--- src/rtl/fd_reg.sv ---
// fd_reg: Fetch/Decode pipeline register with stall, flush, exception redirect,
// fetch address-error detection and a saturating stall counter.
module fd_reg #(
  parameter logic [31:0] PC_RESET   = 32'h0000_3000,
  parameter logic [31:0] PC_LO      = 32'h0000_3000,
  parameter logic [31:0] PC_HI      = 32'h0000_6FFC,
  parameter logic [31:0] HANDLER_PC = 32'h0000_4180,
  parameter logic [4:0]  EXC_ADEL   = 5'd4,
  parameter int          CNT_W      = 16
) (
  input  logic             clk,
  input  logic             reset,
  input  logic             en,
  input  logic             flush,
  input  logic             req,
  input  logic [31:0]      f_PC,
  input  logic [31:0]      f_Instr,
  input  logic             f_BD,
  output logic [31:0]      d_PC,
  output logic [31:0]      d_Instr,
  output logic             d_BD,
  output logic [4:0]       d_ExcCode,
  output logic             d_Valid,
  output logic [CNT_W-1:0] stall_cnt
);
  logic [31:0] pc_q, pc_d, instr_q, instr_d;
  logic [4:0] exc_q, exc_d;
  logic bd_q, bd_d, valid_q, valid_d, adel, kill, stall;
  logic [CNT_W-1:0] cnt_q, cnt_d;
  assign adel = (|f_PC[1:0]) || (f_PC < PC_LO) || (f_PC > PC_HI);
  assign kill = req || flush;
  assign stall = !kill && !en;
  // A faulting fetch still loads its PC so it can become EPC downstream.
  always_comb begin
    pc_d = req ? HANDLER_PC : (flush || en) ? f_PC : pc_q;
    instr_d = kill ? '0 : en ? (adel ? '0 : f_Instr) : instr_q;
    bd_d = kill ? 1'b0 : en ? f_BD : bd_q;
    exc_d = kill ? '0 : en ? (adel ? EXC_ADEL : '0) : exc_q;
    valid_d = kill ? 1'b0 : en ? 1'b1 : valid_q;
    cnt_d = (stall && !(&cnt_q)) ? cnt_q + 1'b1 : cnt_q;
  end
  always_ff @(posedge clk) begin
    if (reset) begin
      pc_q <= PC_RESET;
      instr_q <= '0;
      bd_q <= 1'b0;
      exc_q <= '0;
      valid_q <= 1'b0;
      cnt_q <= '0;
    end else begin
      pc_q <= pc_d;
      instr_q <= instr_d;
      bd_q <= bd_d;
      exc_q <= exc_d;
      valid_q <= valid_d;
      cnt_q <= cnt_d;
    end
  end
  assign d_PC = pc_q;
  assign d_Instr = instr_q;
  assign d_BD = bd_q;
  assign d_ExcCode = exc_q;
  assign d_Valid = valid_q;
  assign stall_cnt = cnt_q;
endmodule

--- config.mk ---
export PLATFORM = sky130hd
export DESIGN_NAME = fd_reg
export DESIGN_NICKNAME = d
export VERILOG_FILES = /design/src/rtl/fd_reg.sv
export SDC_FILE = /design/constraint.sdc
export NUM_CORES = 1
export LEC_CHECK = 0
export BUFFER_PORTS_ARGS = -buffer_cell sky130_fd_sc_hd__buf_2
export CAP_MARGIN = 30
export CORE_MARGIN = 2
export CORE_UTILIZATION = 40
export CTS_BUF_LIST = sky130_fd_sc_hd__clkbuf_4
export CTS_CLUSTER_SIZE = 28
export DETAILED_ROUTE_END_ITERATION = 7
export PLACE_DENSITY = 0.69
export SYNTH_ARGS = -nofsm -noshare
export SYNTH_HDL_FRONTEND = slang
export SYNTH_SLANG_ARGS = --single-unit
--- constraint.sdc ---
create_clock -name clk -period 1.6 [get_ports clk]
set_input_delay 0.08 -clock clk [delete_from_list [all_inputs] [get_ports clk]]
set_output_delay 0.08 -clock clk [all_outputs]
set_load 0.05 [all_outputs]
==> results.yml <==
logic_synthesis:
  synth_largest_area_cell: "dfxtp_1"
  synth.cell_area_um2: 3620
  syn_avg_cell_area_um2: 8.28
  ys_warn_count: 0
  yosys-top-cells-area: "dfxtp_1, nand2_1, o32ai_1"
  syn-instance-count: 437
  ys_seq_area_share_pct: 45.9
  synth_top_area_share_pct: 45.9
  async_flop_share_pct: 0
  synth_enable_flop_cells: 0
  yosys_most_used_dff: "dfxtp_1"
  synth-seq-cells: 83
  synth.distinct_cells: 46
clock_network:
  root_buffer: "clkbuf_4"
  htreeDepth: 3
  clock_latency_ps: 400
  cts_tree: "built"
  cts_buffer_depth: 2
  clock_sinks: 83
  clkTransAtPathRegs_ps: 130
  cts_buffers: 9
floorplan:
  ios: 157
  die_y_um: 99.1
  core_um2: 8760
  die_x_um: 99.1
  die_area_um2: 9820
  floorplan.rows: 34
  start_util_pct: 41.3
sta:
  finClkSkew_ps: 14.3
  period_share_pct: 104
  rsz0062_at_grt: "yes"
  finalSetupTns_ps: -224
  slew_violations: 0
  min_period_ps: 1660
  worstMarginPinSlew_ps: 732
  relSlewSlack_pct: 51.2
  setup_viol: 6
  max_freq_mhz: 603
  setup_ws_ps: -57.9
  hold_violations: 0
drt:
  drtIter0Drc: 117
  ant_nets: 0
  dr.pass1.iters: 4
  vias: 3800
  routedWlPerCell_um: 14.3
  via_per_inst: 5.06
  drc: 0
  drt_wl_total_um: 10700
cells_and_area:
  seq_area_um2: 1720
  diodes: 0
  drive_gt1_share_pct: 40.6
  finalNetCount: 710
  fill_cells: 772
  final_common_cell: "buf_2"
  layout_common_cells: "buf_2, nand2_1, dfxtp_1"
  fin_cells: 751
  area_growth_pct: 51.1
  multi_input_area_um2: 1930
  final_area_um2: 5470
place:
  dpl_cell_area_um2: 4660
  port_buffers: 152
  hpwl_um: 6690
  gp_congestion: 0.892
  dp.cells: 691
worst_setup_path:
  end_kind: "register"
  r2r_cells: 7
  worstPathMaxFanout: 4
  required_ps: 1940
  cp_data_arrival_time_ps: 2000
  crit_path_start_kind: "register"
  r2r_start: "stall_cnt[0]"
  timing.rr.end: "stall_cnt[7]"
  crit_end: "stall_cnt[7]"
  critical_path_class: "reg -> reg"
  critPathLaunch: "stall_cnt[0]"
  r2r_slack_ps: -60
grt:
  first_global_vias: 3652
  grt_max_degree: 69
  grt_antenna_before_repair: 0
  gr-total-overflow: 0
  gr-usage-all-layers_pct: 20.4
  grt_pass1_wl_um: 16700
pwr:
  powerDensity_nw_per_um2: 708
  vdd_drop_max_mv: 0.373
  p_leak_nw: 2.40
status:
  violations: "negative setup slack"
  status: "complete, but fails checks"
min_path:
  hp-class: "in -> reg"
  hold_depth: 4
  min_from: "f_Instr[23]"
run:
  drv_cap: 0
flip-flops by register name, indices dropped and copies added (netlist names):
name       count
d_PC          32
stall_cnt     16
d_Valid        1
d_BD           1
d_ExcCode      1
d_Instr       32
per-stage QoR:
step	hold slack [ps]	total power, W	setup slack (ps)	utilization (%)
floorplan	159	0.00247	-101	-
detailed placement	329	0.00264	-66.7	53.2
CTS	24.4	0.00390	-78.8	59.1
finish	59.6	0.00387	-57.9	62.4
global placement	328	0.00264	-36.2	53.2
global route	51.9	0.00405	-129	62.4
power by group:
group	leakage [nW]	switching, W	total (W)	internal (W)
combinational	1.64	0.000371	0.000589	0.000218
sequential	0.687	0.0000218	0.00210	0.00208
clock	0.0765	0.000682	0.00118	0.000498
total	2.40	0.00107	0.00387	0.00280
metal layers:
layer	track usage, %	share of wire (%)	vias up
met1	24.6	43	1755
met3	4.85	6.3	19
met4	7.17	1.8	0
met2	35.7	49	127
li1	-	-	1899
met5	0	0	-
critical path, cell delays in order, from the launching register on:
cell	delay [ps]
dfxtp_4	380
ha_4	160
nand4_1	90
buf_6	140
nor4_4	60
buf_4	150
or4_4	470
a21oi_2	150
worst min path at each step:
stage,endpoint,slack (ps)
2_1_floorplan,d_BD,160
3_3_place_gp,d_PC[9],330
3_5_place_dp,d_PC[5],330
4_1_cts,d_PC[14],20
5_1_grt,d_Instr[1],50
6_report,d_Instr[23],60
layout make-up:
type	count	area share, %
inverter	35	2.40
timing repair buffer	221	26.0
multi-input combinational	289	35.3
tap	108	2.47
clock inverter	4	0.824
sequential	83	31.5
clock buffer	11	1.51
Yosys cell counts (2+ instances only):
library cell / instances
nand4_1: 4
a21oi_1: 36
o31ai_1: 4
or3_1: 4
mux2_2: 2
clkbuf_1: 21
nor2b_1: 2
nand2b_1: 3
o211ai_1: 2
a31oi_1: 3
nor2_1: 9
and2_1: 32
or4_1: 5
nand3_1: 6
inv_1: 35
dfxtp_1: 83
nand2_1: 99
buf_4: 4
nor4_1: 5
and4_1: 2
mux2i_1: 5
nor3_1: 2
a21boi_0: 2
o21ai_0: 8
o32ai_1: 32
buf_2: 7
logic make-up (layout without fill, tap and decap cells):
group / Yosys count / after routing / synth area share (%)
multiplexers: 7 / 7 / 2.01
other: 1 / 4 / 0.104
AND/OR/NAND/NOR: 184 / 184 / 25.6
flip-flops: 83 / 83 / 45.9
AO/OA/AOI/OAI: 92 / 92 / 17.9
XOR/XNOR: 1 / 1 / 0.242
adder cells (fa/ha/maj): 1 / 1 / 0.346
buffers and inverters: 68 / 271 / 7.85
repair_timing:
action,in CTS,in global routing
setup endpoints to repair,9,41
pin swaps,14,5
hold endpoints to repair,33,0
gates cloned,0,2
gates resized for setup,3,39
hold buffers,36,0
buffers inserted,2,6
Power figures use the tool's default switching activity.
